[src/rtl/rsa_ctrl_pkg.sv]
// Shared types for the rsa_unit enable/clear sequencer.
// Channel state encoding and the upper bound on channel count.
package rsa_ctrl_pkg;

    typedef enum logic [2:0] {
        IDLE     = 3'd0,
        EN       = 3'd1,
        CLR_REL  = 3'd2,
        WAIT_EOC = 3'd3,
        DONE     = 3'd4,
        TOUT     = 3'd5
    } rsa_ch_state_t;

    localparam int NCH_MAX = 8;

endpackage

[src/rtl/rsa_ch_ctrl.sv]
// One channel of the rsa_unit sequencer: start/stop edge detect, enable/clear
// FSM, WAIT_EOC timeout counter and sticky done/timeout status.
//
// state    | meaning
// ---------+-----------------------------------------------------------
// IDLE     | unit disabled and held in clear; waits for a start edge
// EN       | unit enabled, still held in clear
// CLR_REL  | clear released; next cycle starts the conversion wait
// WAIT_EOC | waiting for end-of-conversion, timeout counter running
// DONE     | conversion finished (one cycle); restart or return to IDLE
// TOUT     | conversion timed out (one cycle); unit disabled and cleared
module rsa_ch_ctrl
    import rsa_ctrl_pkg::*;
#(
    parameter int TO_W = 16
) (
    input  logic            clk,
    input  logic            rstb,
    input  logic            ena,
    input  logic            start,
    input  logic            stop,
    input  logic            cont_mode,
    input  logic [TO_W-1:0] timeout_limit,
    input  logic            eoc_rsa,
    input  logic            irq_clr,
    output logic            en_rsa,
    output logic            clear_rsa,
    output logic            busy,
    output logic            done_sts,
    output logic            tout_sts
);

    rsa_ch_state_t   state, state_nxt;
    logic [TO_W-1:0] timer, timer_nxt;
    logic            start_d, stop_d;
    logic            start_rise, stop_rise;
    logic            done_nxt, tout_nxt;
    logic            sts_clr;

    assign start_rise = start & ~start_d;
    assign stop_rise  = stop & ~stop_d;

    always_comb begin
        state_nxt = state;
        timer_nxt = timer;
        case (state)
            IDLE: begin
                if (start_rise) state_nxt = EN;
            end
            EN: begin
                state_nxt = stop_rise ? IDLE : CLR_REL;
            end
            CLR_REL: begin
                if (stop_rise) begin
                    state_nxt = IDLE;
                end else begin
                    state_nxt = WAIT_EOC;
                    timer_nxt = '0;
                end
            end
            WAIT_EOC: begin
                // Comparison fires at limit-1, so the counter never wraps.
                if (stop_rise) begin
                    state_nxt = IDLE;
                end else if (eoc_rsa) begin
                    state_nxt = DONE;
                end else if ((timeout_limit != '0) &&
                             (timer == timeout_limit - TO_W'(1))) begin
                    state_nxt = TOUT;
                end else begin
                    timer_nxt = timer + TO_W'(1);
                end
            end
            DONE: begin
                if (stop_rise)      state_nxt = IDLE;
                else if (cont_mode) state_nxt = EN;
                else                state_nxt = IDLE;
            end
            TOUT: begin
                state_nxt = IDLE;
            end
            default: begin
                state_nxt = IDLE;
            end
        endcase
    end

    // Set wins over either clear source in the same cycle.
    always_comb begin
        sts_clr  = irq_clr | ((state == IDLE) & (start_rise | stop_rise));
        done_nxt = done_sts;
        tout_nxt = tout_sts;
        if (state == DONE)  done_nxt = 1'b1;
        else if (sts_clr)   done_nxt = 1'b0;
        if (state == TOUT)  tout_nxt = 1'b1;
        else if (sts_clr)   tout_nxt = 1'b0;
    end

    always_ff @(posedge clk) begin
        if (!rstb) begin
            state    <= IDLE;
            timer    <= '0;
            start_d  <= 1'b0;
            stop_d   <= 1'b0;
            done_sts <= 1'b0;
            tout_sts <= 1'b0;
        end else if (ena) begin
            state    <= state_nxt;
            timer    <= timer_nxt;
            start_d  <= start;
            stop_d   <= stop;
            done_sts <= done_nxt;
            tout_sts <= tout_nxt;
        end
    end

    always_comb begin
        en_rsa    = 1'b0;
        clear_rsa = 1'b0;
        case (state)
            EN: begin
                en_rsa = 1'b1;
            end
            CLR_REL, WAIT_EOC, DONE: begin
                en_rsa    = 1'b1;
                clear_rsa = 1'b1;
            end
            default: begin
                en_rsa    = 1'b0;
                clear_rsa = 1'b0;
            end
        endcase
    end

    assign busy = (state != IDLE);

endmodule

[src/rtl/rsa_multi_en_logic.sv]
// Multi-channel enable/clear sequencer for an array of rsa_unit instances,
// with a masked, aggregated status interrupt.
module rsa_multi_en_logic
    import rsa_ctrl_pkg::*;
#(
    parameter int NCH  = 2,
    parameter int TO_W = 16
) (
    input  logic            clk,
    input  logic            rstb,
    input  logic            ena,
    input  logic [NCH-1:0]  start,
    input  logic [NCH-1:0]  stop,
    input  logic [NCH-1:0]  cont_mode,
    input  logic [TO_W-1:0] timeout_limit,
    input  logic [NCH-1:0]  eoc_rsa,
    input  logic [NCH-1:0]  irq_mask,
    input  logic [NCH-1:0]  irq_clr,
    output logic [NCH-1:0]  en_rsa,
    output logic [NCH-1:0]  clear_rsa,
    output logic [NCH-1:0]  busy,
    output logic [NCH-1:0]  done_sts,
    output logic [NCH-1:0]  tout_sts,
    output logic            irq
);

    if ((NCH < 1) || (NCH > NCH_MAX)) begin : g_nch_check
        $error("rsa_multi_en_logic: NCH out of range");
    end

    for (genvar i = 0; i < NCH; i++) begin : g_ch
        rsa_ch_ctrl #(
            .TO_W (TO_W)
        ) u_ch (
            .clk           (clk),
            .rstb          (rstb),
            .ena           (ena),
            .start         (start[i]),
            .stop          (stop[i]),
            .cont_mode     (cont_mode[i]),
            .timeout_limit (timeout_limit),
            .eoc_rsa       (eoc_rsa[i]),
            .irq_clr       (irq_clr[i]),
            .en_rsa        (en_rsa[i]),
            .clear_rsa     (clear_rsa[i]),
            .busy          (busy[i]),
            .done_sts      (done_sts[i]),
            .tout_sts      (tout_sts[i])
        );
    end

    // Built only from registered status, so the mask path is the only
    // combinational input and irq cannot glitch on state changes.
    assign irq = |((done_sts | tout_sts) & irq_mask);

endmodule

[config.mk]
export PLATFORM = sky130hd
export DESIGN_NAME = rsa_multi_en_logic
export DESIGN_NICKNAME = d
export VERILOG_FILES = /design/src/rtl/rsa_ctrl_pkg.sv /design/src/rtl/rsa_ch_ctrl.sv /design/src/rtl/rsa_multi_en_logic.sv
export SDC_FILE = /design/constraint.sdc
export NUM_CORES = 1
export LEC_CHECK = 0
export CORE_ASPECT_RATIO = 0.9
export CORE_MARGIN = 2
export CORE_UTILIZATION = 45
export CTS_BUF_LIST = sky130_fd_sc_hd__clkbuf_2
export DETAILED_ROUTE_END_ITERATION = 6
export PLACE_DENSITY = 0.66
export SYNTH_ARGS = -nofsm -noshare
export SYNTH_HDL_FRONTEND = slang
export SYNTH_HIERARCHICAL = 1
export SYNTH_SLANG_ARGS = --single-unit
[constraint.sdc]
create_clock -name clk -period 4.1 [get_ports clk]
set_clock_uncertainty 0.05 [all_clocks]
set_input_delay 0.82 -clock clk [delete_from_list [all_inputs] [get_ports clk]]
set_output_delay 0.82 -clock clk [all_outputs]
set_load 0.005 [all_outputs]
==> impl_metrics.csv, run 1 <==
group,metric,value,unit
sta,timing.hold.ws,457.8,ps
clock_tree,cts_sinks,46,
layout,diodes,0,
worst_setup_path,critPathSlowestCell,"or4_1",
sta,timing.fmax,273.7,MHz
global_routing,gr-total-overflow,0,
synth,synth_top_cell_by_area,"dfxtp_1",
worst_setup_path,ff2ff_path_depth,9,
global_routing,grt_pass1_vias,3650,
clock_tree,hold_buffers,0,
worst_setup_path,reg2reg_to,"g_ch[0].u_ch/timer[1]",
global_routing,grt_pass1_wl,17020,µm
floorplanning,ios,42,
worst_setup_path,worstPathCellList,"clkdlybuf4s50_1, inv_1, ha_1, or4b_4, or4_4, xnor2_1, o221a_2, o21ai_2, a31o_1, or4_1, a21oi_1",
synth,async_reset_ff_share,0,%
worst_setup_path,cpPeakStageDelay,540,ps
synth,ys_warn_count,6,
drt,drt_iter0_drc,203,
synth,synthAdderAreaFrac,2.013,%
sta,setup_viol,0,
synth,ys.flop_type,"dfxtp_1",
floorplanning,coreArea,8029,µm²
synth,synth-edff-count,0,
place,place_ws,23.48,ps
worst_setup_path,start_kind,"input pin",
pwr,netSwitchingPower,0.2693,mW
hold_path,whs_endpoint,"g_ch[1].u_ch/tout_sts",
synth,syn_nets,507,
clock_tree,clockBufferDepth,2,
sta,timing.final.crit_share,89.10,%
pwr,clockPowerShare,32.1,%
sta,setup_slack,447.0,ps
clock_tree,cts_tree,"built",
place,dp_hpwl,7536,µm
pwr,internal-power,0.7215,mW
synth,netlist_top_cells_area,"dfxtp_1 (25%), xnor2_1 (6.8%), a21oi_1 (3.6%)",
pwr,ir_drop,132.5,µV
worst_setup_path,worstSetupPathType,"input pin to flop",
hold_path,hold_class,"flop to flop",
sta,rsz0062_at_grt,"no",
layout,area_growth,19.56,%
worst_setup_path,path_buf_inv,2,
sta,worst_pin_slew,827.3,ps
synth,synth_area,3730,µm²
clock_tree,path_clk_slew,240,ps
global_routing,grt_usage,22.60,%
sta,period_minus_slack,3653,ps
clock_tree,cts-resized-gates,0,
sta,timing.setup.tns,0,ps
synth,synth-seq-area-share,24.69,%
worst_setup_path,crit_path_end_kind,"flop",
layout,drive_gt1_share,13.69,%
worst_setup_path,cp_top_family,"simple AND/OR/NAND/NOR gates",
global_routing,antenna_found_initial,0,
place,port_buffers,41,
clock_tree,root_buffer,"clkbuf_2",
synth,yosysTopAreaCellShare,24.69,%
pwr,leakagePower,1.487,nW
floorplanning,start_util,46.45,%
worst_setup_path,worst_ep_arrival_time,3980,ps
drt,vias_per_cell,6.078,
synth,synthMuxAreaShare,1.912,%
synth,yosys.area_share.simple,33.95,%
layout,fin_nets,562,
run_status,status,"finished clean",
synth,ys_ff_latch,46,
worst_setup_path,ff2ff_setup_slack,1290,ps
place,routabilityCongestion,0.8480,
sta,timing.final.hold_violations,0,
floorplanning,die_area,9034,µm²
pwr,pwr_density_cell,222.2,nW/µm²
floorplanning,die_w,99.97,µm
pwr,swShare,27.18,%
synth,synth_compound_area_share,22.84,%
clock_tree,cts_inserted_buffers,5,
pwr,seqPwrFrac,46.9,%
clock_tree,cts_setup_buffers,0,
layout,layout_commonest_cell,"dfxtp_1",
worst_setup_path,crit_path_max_fanout,13,
worst_setup_path,cp.required,4430,ps
drt,dr.pass1.iters,4,
synth,synth_top_family_by_area,"simple AND/OR/NAND/NOR gates",
drt,routed_wl,9940,µm
floorplanning,fp.dieH,90.37,µm
global_routing,grt_start_max_net_pins,29,
job,cap_violations,0,
synth,ys_types,72,
synth,yosys.area_share.xor_xnor,10.27,%
floorplanning,rows,31,
clock_tree,clock_latency,430,ps
drt,post_drt_wl_per_cell,15.90,µm
drt,drtAntennaViolNets,0,
hold_path,min_from,"g_ch[1].u_ch/tout_sts",
worst_setup_path,r2r-start,"g_ch[0].u_ch/timer[7]",
drt,vias,3799,
drt,drc,0,
sta,slew_viol_final,0,
layout,final_cell_mix,"dfxtp_1 (46), clkdlybuf4s50_1 (41), nand2_1 (33)",
pwr,pwr-share-comb,20.9,%
clock_tree,cts_max_level,2,
sta,slew_headroom,44.47,%
synth,avgSynthCellArea,7.936,µm²
synth,syn_inst,470,
hold_path,hold_depth,2,
## synthesized netlist by cell type (3+ instances only)
cell / number
mux2i_1: 6
or3_1: 11
and3_1: 7
xnor2_1: 29
o31ai_1: 11
or2_2: 4
and2_1: 3
o211ai_1: 4
nor4_1: 6
nor3_1: 5
nand2b_1: 11
o21ai_1: 11
inv_1: 10
nor2b_1: 21
a21oi_2: 9
nand3_1: 25
nor2_1: 22
o21ai_0: 18
clkbuf_1: 15
nand2_1: 33
a31oi_1: 3
xor2_1: 12
nand4_1: 15
or3_2: 9
buf_6: 4
nor3b_1: 5
dfxtp_1: 46
o21a_1: 4
or4_1: 17
a32oi_1: 4
nand3b_1: 3
ha_1: 6
a21oi_1: 27
## flip-flops by register name, indices dropped and copies added (netlist names)
name,cells
g_ch.u_ch/stop_d,2
g_ch.u_ch/done_sts,2
g_ch.u_ch/start_d,2
g_ch.u_ch/timer,32
g_ch.u_ch/state,6
g_ch.u_ch/tout_sts,2
## through the flow
stage               instance area (µm²)  std cells  total power [mW]  utilization (%)
floorplan                          3730        470            0.5754                -
global placement                   4370        617            0.6767            54.43
detailed placement                 4370        617            0.6789            54.43
CTS                                4459        625             1.001            55.54
global route                       4459        625             1.040            55.54
finish                             4459        625            0.9908            55.54
## layout make-up
type,instances,area [µm²]
fill,776,3570
multi-input combinational,392,2648
sequential,46,920.9
timing repair buffer,70,640.6
tap,99,123.9
clock inverter,3,63.81
inverter,10,37.54
clock buffer,5,25.02
## worst register-to-register path, delay by kind of cell, from the launching register on
kind,cells,cell delay [ps]
buffers and inverters,1,160
AO/OA/AOI/OAI,4,800
flip-flops,1,600
AND/OR/NAND/NOR,4,1180
## worst max path at each step
stage / startpoint / end / slack (ps) / depth (start not counted)
2_1_floorplan: timeout_limit[0] / g_ch[0].u_ch/timer[15] / 640 / 12
4_1_cts: timeout_limit[1] / g_ch[0].u_ch/timer[11] / 480 / 11
3_3_place_gp: timeout_limit[0] / g_ch[0].u_ch/timer[10] / 140 / 11
3_5_place_dp: timeout_limit[1] / g_ch[0].u_ch/timer[11] / 20 / 11
6_report: timeout_limit[1] / g_ch[0].u_ch/timer[11] / 450 / 11
5_1_grt: timeout_limit[1] / g_ch[0].u_ch/timer[6] / 300 / 12
## routing by layer
metal / vias up / wire, µm / GRT usage (%)
met1: 1798 / 4849 / 31.51
met5: - / 0 / 0
met3: 17 / 466 / 3.793
li1: 1885 / - / -
met4: 0 / 213 / 7.078
met2: 99 / 4411 / 35.53
## cell families after synthesis
| family | Yosys count |
|---|---|
| AND/OR/NAND/NOR | 212 |
| AO/OA/AOI/OAI | 125 |
| flip-flops | 46 |
| XOR/XNOR | 42 |
| buffers and inverters | 32 |
| multiplexers | 7 |
| adder cells (fa/ha/maj) | 6 |
## power by group through the flow
stage / combinational (mW) / sequential, mW / clock (mW)
finish: 0.207 / 0.465 / 0.318
global route: 0.229 / 0.467 / 0.344
CTS: 0.208 / 0.465 / 0.328
detailed placement: 0.206 / 0.473 / 0
global placement: 0.204 / 0.473 / 0
floorplan: 0.109 / 0.467 / 0
Power figures use the tool's default switching activity.
==> run 2: changes to the inputs <==
--- a/config.mk
+++ b/config.mk
@@ -5,6 +5,7 @@
 export SDC_FILE = /design/constraint.sdc
 export NUM_CORES = 1
 export LEC_CHECK = 0
+export ABC_AREA = 0
 export CORE_ASPECT_RATIO = 0.9
 export CORE_MARGIN = 2
 export CORE_UTILIZATION = 45
==> constraint.sdc (replaced) <==
create_clock -name clk -period 4.6 [get_ports clk]
set_clock_uncertainty 0.05 [all_clocks]
set_input_delay 0.92 -clock clk [delete_from_list [all_inputs] [get_ports clk]]
set_output_delay 0.92 -clock clk [all_outputs]
set_load 0.005 [all_outputs]
==> run 2 against run 1 <==
Combinational power fell by 14%. Worst setup slack improved by 330 ps. Register-to-register slack improved by 610 ps. Non-clock buffer count fell by 13. Cell count fell by 2.1%. Total power fell by 23%. Worst hold slack improved by 2.0 ps. Utilization fell by 2.0 points. Global-route usage fell by 0.59 points. Critical endpoint is now g_ch[0].u_ch/timer[10].
==> impl_metrics.csv, run 2 (synthesis gave the netlist of run 1 again) <==
group,metric,value,unit
pwr,internal-power,0.5297,mW
layout,fin_nets,549,
hold_path,hold_class,"flop to flop",
layout,largest_reg_flops,32,
floorplanning,rows,31,
worst_setup_path,worstSetupPathType,"input pin to flop",
clock_tree,cts_max_level,2,
pwr,leakagePower,1.402,nW
clock_tree,cts_tree,"built",
layout,utilization,53.55,%
drt,wl_met2,4293,µm
drt,wl_met3,482,µm
pwr,netSwitchingPower,0.2295,mW
worst_setup_path,worstPathCellList,"clkdlybuf4s50_1, inv_1, ha_1, or4b_4, or4_4, xnor2_1, o221a_2, o21ai_2, a31o_1, or4_1, a21oi_1",
layout,drive_gt1_share,11.50,%
place,routabilityCongestion,0.8499,
place,dp_hpwl,7097,µm
run_status,status,"finished clean",
layout,diodes,0,
global_routing,gr-total-overflow,0,
drt,wl_met1,4717,µm
pwr,swShare,30.23,%
worst_setup_path,path_buf_inv,2,
layout,layout_commonest_cell,"dfxtp_1",
sta,setup_viol,0,
clock_tree,cts_sinks,46,
sta,worst_pin_slew,625.7,ps
floorplanning,die_area,9034,µm²
floorplanning,ios,42,
pwr,pwr-share-comb,23.3,%
floorplanning,start_util,46.45,%
global_routing,grt_usage,22.01,%
drt,drtAntennaViolNets,0,
worst_setup_path,cpPeakStageDelay,550,ps
drt,routed_wl,9618,µm
layout,area_growth,15.26,%
drt,dr.pass1.iters,4,
clock_tree,clockBufferDepth,2,
pwr,seqPwrFrac,54.5,%
clock_tree,hold_buffers,0,
global_routing,grt_pass1_vias,3575,
floorplanning,coreArea,8029,µm²
pwr,pwr_density_cell,176.6,nW/µm²
sta,timing.final.crit_share,83.07,%
worst_setup_path,start_kind,"input pin",
drt,vias,3689,
place,port_buffers,41,
pwr,clockPowerShare,22.1,%
global_routing,grt_pass1_wl,16570,µm
sta,setup_slack,778.9,ps
drt,vias_per_cell,6.028,
sta,slew_headroom,57.21,%
sta,rsz0062_at_grt,"no",
worst_setup_path,cp.required,4920,ps
place,place_ws,350.0,ps
sta,timing.final.hold_violations,0,
worst_setup_path,cp_top_family,"simple AND/OR/NAND/NOR gates",
clock_tree,cts_inserted_buffers,5,
clock_tree,root_buffer,"clkbuf_2",
pwr,ir_drop,91.49,µV
layout,largest_registers,"g_ch.u_ch/timer (32), g_ch.u_ch/state (6)",
sta,period_minus_slack,3821,ps
layout,largest_register,"g_ch.u_ch/timer",
worst_setup_path,critPathSlowestCell,"or4_1",
drt,top_layer,"met4",
sta,timing.setup.tns,0,ps
job,cap_violations,0,
clock_tree,clock_latency,420,ps
floorplanning,fp.dieH,90.37,µm
sta,timing.fmax,261.7,MHz
drt,drc,0,
clock_tree,cts-resized-gates,0,
worst_setup_path,worst_ep_arrival_time,4140,ps
worst_setup_path,crit_path_max_fanout,19,
drt,drt_iter0_drc,195,
drt,post_drt_wl_per_cell,15.72,µm
layout,final_cell_mix,"dfxtp_1 (46), clkdlybuf4s50_1 (41), nand2_1 (33)",
clock_tree,cts_setup_buffers,0,
floorplanning,die_w,99.97,µm
clock_tree,path_clk_slew,220,ps
worst_setup_path,crit_path_end_kind,"flop",
global_routing,antenna_found_initial,0,
sta,slew_viol_final,0,
global_routing,grt_start_max_net_pins,29,
[run 2: cell count changes in the layout (fill, tap and decap cells not counted), sizes merged]
cell / previous run / this run
buf: 29 / 16
bufinv: 2 / 0
clkbuf: 5 / 6
clkinv: 1 / 2
[run 2: final cells by class]
| type | instances | area (µm²) |
|---|---|---|
| Fill cell | 773 | 3730 |
| Multi-Input combinational cell | 392 | 2648 |
| Sequential cell | 46 | 920.9 |
| Timing Repair Buffer | 57 | 530.5 |
| Tap cell | 99 | 123.9 |
| Inverter | 10 | 37.54 |
| Clock buffer | 6 | 30.03 |
| Clock inverter | 2 | 8.758 |
[run 2: final timing paths]
path / start / endpoint / slack, ps / cells after the start
setup reg to reg: g_ch[1].u_ch/state[1] / g_ch[1].u_ch/timer[11] / 1900 / 8
hold / removal: g_ch[0].u_ch/timer[15] / g_ch[0].u_ch/timer[15] / 460 / 2
hold reg to reg: g_ch[0].u_ch/timer[15] / g_ch[0].u_ch/timer[15] / 460 / 2
setup / recovery: timeout_limit[0] / g_ch[0].u_ch/timer[10] / 780 / 11
[run 2: routing by layer]
layer  vias to the layer above  GRT usage [%]
li1                       1859              -
met1                      1721          30.78
met2                        99          35.25
met3                        10          3.406
met4                         0          5.822
met5                         -              0
[run 2: tightest hold or removal path, stage by stage (launching register included)]
cell and delay, ps:
dfxtp_1 380, nand2_1 60, mux2i_1 50
[run 2: power groups by stage]
stage          combinational [mW]  clock (mW)  sequential, mW
3_5_place_dp                0.175           0           0.421
4_1_cts                     0.177       0.180           0.414
6_report                    0.177       0.168           0.414
5_1_grt                     0.196       0.195           0.416
3_3_place_gp                0.174           0           0.421
2_1_floorplan              0.0970           0           0.416
[run 2: metrics by stage]
stage | power, mW | std cells | cell area (µm²) | hold WS [ps]
floorplan | 0.5129 | 470 | 3730 | 404.4
global placement | 0.5954 | 604 | 4260 | 426.1
detailed placement | 0.5965 | 604 | 4260 | 430.2
CTS | 0.7707 | 612 | 4299 | 465.9
global route | 0.8066 | 612 | 4299 | 477.0
finish | 0.7592 | 612 | 4299 | 459.8
==> run 3: changes to the inputs <==
--- a/config.mk
+++ b/config.mk
@@ -11,7 +11,7 @@
 export CORE_UTILIZATION = 45
 export CTS_BUF_LIST = sky130_fd_sc_hd__clkbuf_2
 export DETAILED_ROUTE_END_ITERATION = 6
-export PLACE_DENSITY = 0.66
+export PLACE_DENSITY = 0.69
 export SYNTH_ARGS = -nofsm -noshare
 export SYNTH_HDL_FRONTEND = slang
 export SYNTH_HIERARCHICAL = 1
==> constraint.sdc (replaced) <==
create_clock -name clk -period 3.2 [get_ports clk]
set_clock_uncertainty 0.05 [all_clocks]
set_input_delay 0.64 -clock clk [delete_from_list [all_inputs] [get_ports clk]]
set_output_delay 0.64 -clock clk [all_outputs]
set_load 0.005 [all_outputs]
==> run 3 against run 2 <==
Utilization rose by 6.7 points. Non-clock buffer count rose by 51. Routed wire length rose by 9.4%. First-iteration DRC count grew 25%. Register-to-register slack got worse by 1300 ps. Worst setup slack lost 730 ps. Sequential share of layout area fell by 2.4 points. Total power up 51%. Clock power rose by 46%. Worst hold slack got worse by 4.2 ps. Die area is the same. Critical path type unchanged. Largest cell class unchanged.
==> impl_metrics.csv, run 3 (synthesis gave the netlist of run 1 again) <==
group,metric,value,unit
drt,vias,3884,
place,port_buffers,41,
layout,multi_input_area,2789,µm²
sta,timing.fmax,317.8,MHz
global_routing,gr-total-overflow,0,
layout,largest_reg_flops,32,
worst_setup_path,ff2ff_setup_slack,610,ps
floorplanning,coreArea,8029,µm²
global_routing,grt_start_max_net_pins,29,
sta,slew_viol_final,0,
drt,drc,0,
sta,period_minus_slack,3147,ps
sta,rsz0062_at_grt,"no",
pwr,total_power,1.144,mW
clock_tree,cts_sinks,46,
layout,fin_nets,600,
pwr,netSwitchingPower,0.3559,mW
floorplanning,die_area,9034,µm²
clock_tree,clockBufferDepth,2,
pwr,pwr_density_cell,236.5,nW/µm²
global_routing,grt_pass1_vias,3705,
drt,top_layer,"met4",
sta,timing.final.hold_violations,0,
hold_path,whs_endpoint,"g_ch[1].u_ch/tout_sts",
pwr,ir_drop,189.8,µV
floorplanning,rows,31,
worst_setup_path,start_kind,"input pin",
layout,n_fill_cell,726,
global_routing,grt_pass1_wl,17910,µm
pwr,internal-power,0.7884,mW
hold_path,hold_class,"flop to flop",
floorplanning,ios,42,
worst_setup_path,worst_ep_arrival_time,3460,ps
clock_tree,cts_tree,"built",
sta,timing.hold.ws,455.6,ps
clock_tree,root_buffer,"clkbuf_2",
floorplanning,die_w,99.97,µm
layout,drive_gt1_share,23.76,%
pwr,clockPowerShare,21.5,%
global_routing,grt_usage,23.83,%
run_status,status,"finished clean",
clock_tree,cts_inserted_buffers,5,
sta,slew_headroom,66.67,%
drt,routed_wl,10520,µm
drt,wl_met2,4769,µm
clock_tree,hold_buffers,0,
drt,post_drt_wl_per_cell,15.87,µm
place,dp_hpwl,7843,µm
layout,largest_registers,"g_ch.u_ch/timer (32), g_ch.u_ch/state (6)",
layout,seqCellArea,920.9,µm²
sta,timing.final.crit_share,98.33,%
worst_setup_path,reg2reg_to,"g_ch[0].u_ch/timer[11]",
job,cap_violations,0,
worst_setup_path,crit_path_max_fanout,9,
clock_tree,clock_latency,420,ps
layout,diodes,0,
sta,worst_pin_slew,494.8,ps
pwr,leakagePower,1.692,nW
drt,drtAntennaViolNets,0,
drt,vias_per_cell,5.858,
hold_path,min_from,"g_ch[1].u_ch/tout_sts",
layout,area_growth,29.72,%
sta,setup_viol,0,
drt,wl_met3,558,µm
pwr,seqPwrFrac,52.0,%
worst_setup_path,r2r-start,"g_ch[0].u_ch/timer[7]",
layout,layout_commonest_cell,"buf_4",
global_routing,antenna_found_initial,0,
hold_path,hold_depth,2,
drt,dr.pass1.iters,4,
layout,largest_register,"g_ch.u_ch/timer",
floorplanning,fp.dieH,90.37,µm
clock_tree,path_clk_slew,250,ps
clock_tree,cts_max_level,2,
pwr,swShare,31.10,%
worst_setup_path,ff2ff_path_depth,9,
place,routabilityCongestion,1.015,
floorplanning,start_util,46.45,%
drt,drt_iter0_drc,244,
worst_setup_path,worstSetupPathType,"input pin to flop",
worst_setup_path,cp.required,3520,ps
pwr,pwr-share-comb,26.4,%
worst_setup_path,crit_path_end_kind,"flop",
drt,wl_met1,5080,µm
layout,final_cell_mix,"buf_4 (64), dfxtp_1 (46), clkdlybuf4s50_1 (36)",
[run 3: cell count changes in the layout (fill, tap and decap cells not counted), moves of 2 or more]
| cell | change |
|---|---|
| a211oi_1 | -2 |
| a211oi_2 | +2 |
| buf_4 | +48 |
| buf_6 | +2 |
| clkdlybuf4s50_1 | -5 |
| dlygate4sd2_1 | +2 |
| inv_1 | -2 |
| nor4_1 | -4 |
| nor4_2 | +3 |
| or3_1 | -3 |
| or3_4 | +3 |
[run 3: critical path, stage by stage]
cell	delay, ps
clkdlybuf4s50_1	470
buf_4	200
or3_4	390
buf_4	150
or4_1	520
nand3_1	150
nor4_4	70
a21o_1	210
or4_1	520
a21boi_1	130
[run 3: final cells by class]
class | instances | share of cell area [%]
Tap cell | 99 | 2.560
Timing Repair Buffer | 108 | 19.08
Clock inverter | 3 | 0.3362
Inverter | 10 | 0.8275
Clock buffer | 5 | 0.5172
Multi-Input combinational cell | 392 | 57.64
Sequential cell | 46 | 19.03
[run 3: routing by layer]
metal,GRT usage (%),up-vias
li1,-,1950
met1,34.14,1825
met2,36.82,99
met3,3.947,10
met4,6.621,0
met5,0,-
[run 3: worst max-delay path by stage]
| stage | cells past startpoint | start | slack, ps | endpoint |
|---|---|---|---|---|
| 2_1_floorplan | 11 | timeout_limit[1] | 10 | g_ch[0].u_ch/timer[11] |
| 3_3_place_gp | 12 | timeout_limit[0] | -600 | g_ch[0].u_ch/timer[6] |
| 3_5_place_dp | 11 | timeout_limit[0] | -680 | g_ch[0].u_ch/timer[13] |
| 4_1_cts | 12 | timeout_limit[0] | 0.3 | g_ch[0].u_ch/timer[15] |
| 5_1_grt | 11 | timeout_limit[8] | 6 | g_ch[0].u_ch/timer[11] |
| 6_report | 10 | timeout_limit[8] | 50 | g_ch[0].u_ch/timer[0] |
[run 3: timing repair]
item,4_1_cts,5_1_grt
resized for setup,11,26
setup endpoints to repair,32,35
endpoints found under the hold margin,0,0
setup buffers,4,1
pin swaps,7,5
[run 3: power by group through the flow]
| stage | combinational (mW) | sequential, mW | clock, mW |
|---|---|---|---|
| 2_1_floorplan | 0.141 | 0.598 | 0 |
| 3_3_place_gp | 0.285 | 0.605 | 0 |
| 3_5_place_dp | 0.291 | 0.606 | 0 |
| 4_1_cts | 0.293 | 0.595 | 0.254 |
| 5_1_grt | 0.329 | 0.598 | 0.284 |
| 6_report | 0.303 | 0.596 | 0.246 |
[run 3: per-stage QoR]
stage               cell area (µm²)  utilization (%)  setup WS, ps  TNS (ps)  instances
global placement               4639            57.78        -596.6    -17440        650
floorplan                      3751                -         11.77         0        470
finish                         4838            60.26         53.38         0        663
detailed placement             4639            57.78        -684.2    -19490        650
global route                   4838            60.26         6.182         0        663
CTS                            4728            58.89        0.2989         0        662
==> edit, RTL diff (settings of run 3) <==
Encoding of `rsa_ch_state_t`: now one-hot (6 bits for 6 states).
--- a/src/rtl/rsa_ctrl_pkg.sv
+++ b/src/rtl/rsa_ctrl_pkg.sv
@@ -2,13 +2,13 @@
 // Channel state encoding and the upper bound on channel count.
 package rsa_ctrl_pkg;
 
-    typedef enum logic [2:0] {
-        IDLE     = 3'd0,
-        EN       = 3'd1,
-        CLR_REL  = 3'd2,
-        WAIT_EOC = 3'd3,
-        DONE     = 3'd4,
-        TOUT     = 3'd5
+    typedef enum logic [5:0] {
+        IDLE     = 6'b000001,
+        EN       = 6'b000010,
+        CLR_REL  = 6'b000100,
+        WAIT_EOC = 6'b001000,
+        DONE     = 6'b010000,
+        TOUT     = 6'b100000
     } rsa_ch_state_t;
 
     localparam int NCH_MAX = 8;
Check against the original RTL: same outputs for any inputs over 4 cycles, from zero or initial values and one cycle with rstb low; so few cycles prove little.
==> edit against run 3 <==
Sequential cell count is 6 higher; power is 12% higher; global-route usage shrank 1.1 points; final area is 5.0% higher; critical endpoint is now en_rsa[1]; first-iteration DRC count fell by 2.5%; count of clock-buffer cells in the layout unchanged; synthesized area is 8.5% higher; via count is 8.9% higher; non-clock buffer count is 7 lower; setup slack got worse by 0.014 ns; combinational power is 3% higher; wire length rose by 5.5%; sequential power is 12% higher.
==> edit: results <==
[placed_design]
placed_cell_area_um2 = 4960
place_inst = 709
gp_congestion = 0.898
dpl_worst_slack_ns = -0.547
dp_hpwl_mm = 8.40

[timing]
tightest_slew_ns = 1.09

[worst_hold_path]
hold_path.class = "reg -> reg"
hold_start = "g_ch[0].u_ch/tout_sts$_SDFFE_PN0P_"

[yosys]
synth_nets = 546
synth.area.top_cells = "dfxtp_1 (26%), mux2i_1 (6.7%), nand2_1 (5.2%), xnor2_1 (4.5%), xor2_1 (4.1%)"
ys_types = 69
synth_xor_xnor_area_share_pct = 8.66
seq_area_frac_synth_pct = 25.7
synth.avg_cell_area_um2 = 7.95
ys_top_cells_by_count = "nand2_1 (56), dfxtp_1 (52), nor2_1 (31)"
yosysWarnings = 6
synthMuxAreaShare_pct = 6.68
synth_ff_type = "dfxtp_1"
synth_fa_ha_area_share_pct = 1.85
synth_compound_gate_area_share_pct = 17.6

[setup_path]
crit_arrival_ns = 2.47
crit_fanout = 4
reg2reg_from = "g_ch[1].u_ch/state[5]$_SDFFE_PN0P_"
critPathKind = "reg -> out"

[grt]
gr-usage-met1_pct = 30.7
grt_usage_pct = 22.7
antenna_found_initial = 1
grt_pass1_wl_mm = 18.5
grt_max_degree = 26
global_route.usage.met2_pct = 38.3
grt_util_met3_pct = 3.19
grt_pass1_vias = 3991

[drt]
met3_length_um = 661
drt-initial-drc-count = 238
met2WireLength_mm = 5.01
num_vias = 4228
dr.pass1.iters = 5
routed_wl_mm = 11.1
drt-met1-wl_mm = 5.32
via_per_inst = 5.87

[run_status]
status = "finished, final reports clean"

[power_and_ir_drop]
pg_clk_mw = 0.298
p_seq_mw = 0.669
p_leak_nw = 1.90
power_switching_share_pct = 32.0
vdd_ir_drop_max_mv = 0.173

[cells_and_area]
drive_gt1_share_pct = 16.7
nFillCells = 796
top_regs = "g_ch.u_ch/timer: 32 flops, g_ch.u_ch/state: 12 flops"
final_nets = 636

[clock_network]
clk_latency_ns = 0.48
path_clk_slew_ns = 0.32
## edit: cell types whose count changed in the layout (fill, tap and decap cells not counted), sizes merged, moves of 7 or more
cell   delta
nand2    +25
mux2i    +21
a21oi    -13
nor2b    -11
inv      +10
nor2      +9
or4       -8
xnor2     -8
buf       -7
xor2      +7
## edit: final timing paths
check / to / slack, ns / depth (start not counted)
setup / recovery: en_rsa[1] / 0.04 / 6
hold / removal: g_ch[0].u_ch/tout_sts$_SDFFE_PN0P_ / 0.46 / 2
setup reg to reg: g_ch[1].u_ch/timer[11]$_SDFFE_PN0P_ / 0.39 / 8
hold reg to reg: g_ch[0].u_ch/tout_sts$_SDFFE_PN0P_ / 0.46 / 2
## edit: layout make-up
type / instances / area, um2 / area share (%)
Antenna cell: 1 / 2.50 / 0.0492
Inverter: 18 / 67.6 / 1.33
Multi-Input combinational cell: 421 / 2900 / 57.1
Tap cell: 119 / 149 / 2.93
Timing Repair Buffer: 101 / 868 / 17.1
Clock buffer: 5 / 25.0 / 0.492
Sequential cell: 52 / 1040 / 20.6
Clock inverter: 3 / 25.0 / 0.492
## edit: stage by stage
| stage | power, mW | hold WS, ns |
|---|---|---|
| final | 1.28 | 0.461 |
| after global routing | 1.34 | 0.480 |
| after CTS | 1.29 | 0.460 |
| after detailed placement | 0.985 | 0.425 |
| after global placement | 0.979 | 0.418 |
| after floorplan | 0.832 | 0.401 |
## edit: critical path, stage by stage (launching register included)
cell	delay, ns
dfxtp_4	0.43
or4_4	0.55
nor3b_2	0.23
or3_1	0.16
nor2_1	0.07
inv_1	0.07
clkdlybuf4s50_1	0.49
## edit: what timing repair did
item                                   CTS  global route
buffers inserted                         0             2
setup endpoints to repair                3            18
endpoints found under the hold margin    0             0
pin swaps                                0             1
resized for setup                        2            15
gates cloned                             0             0
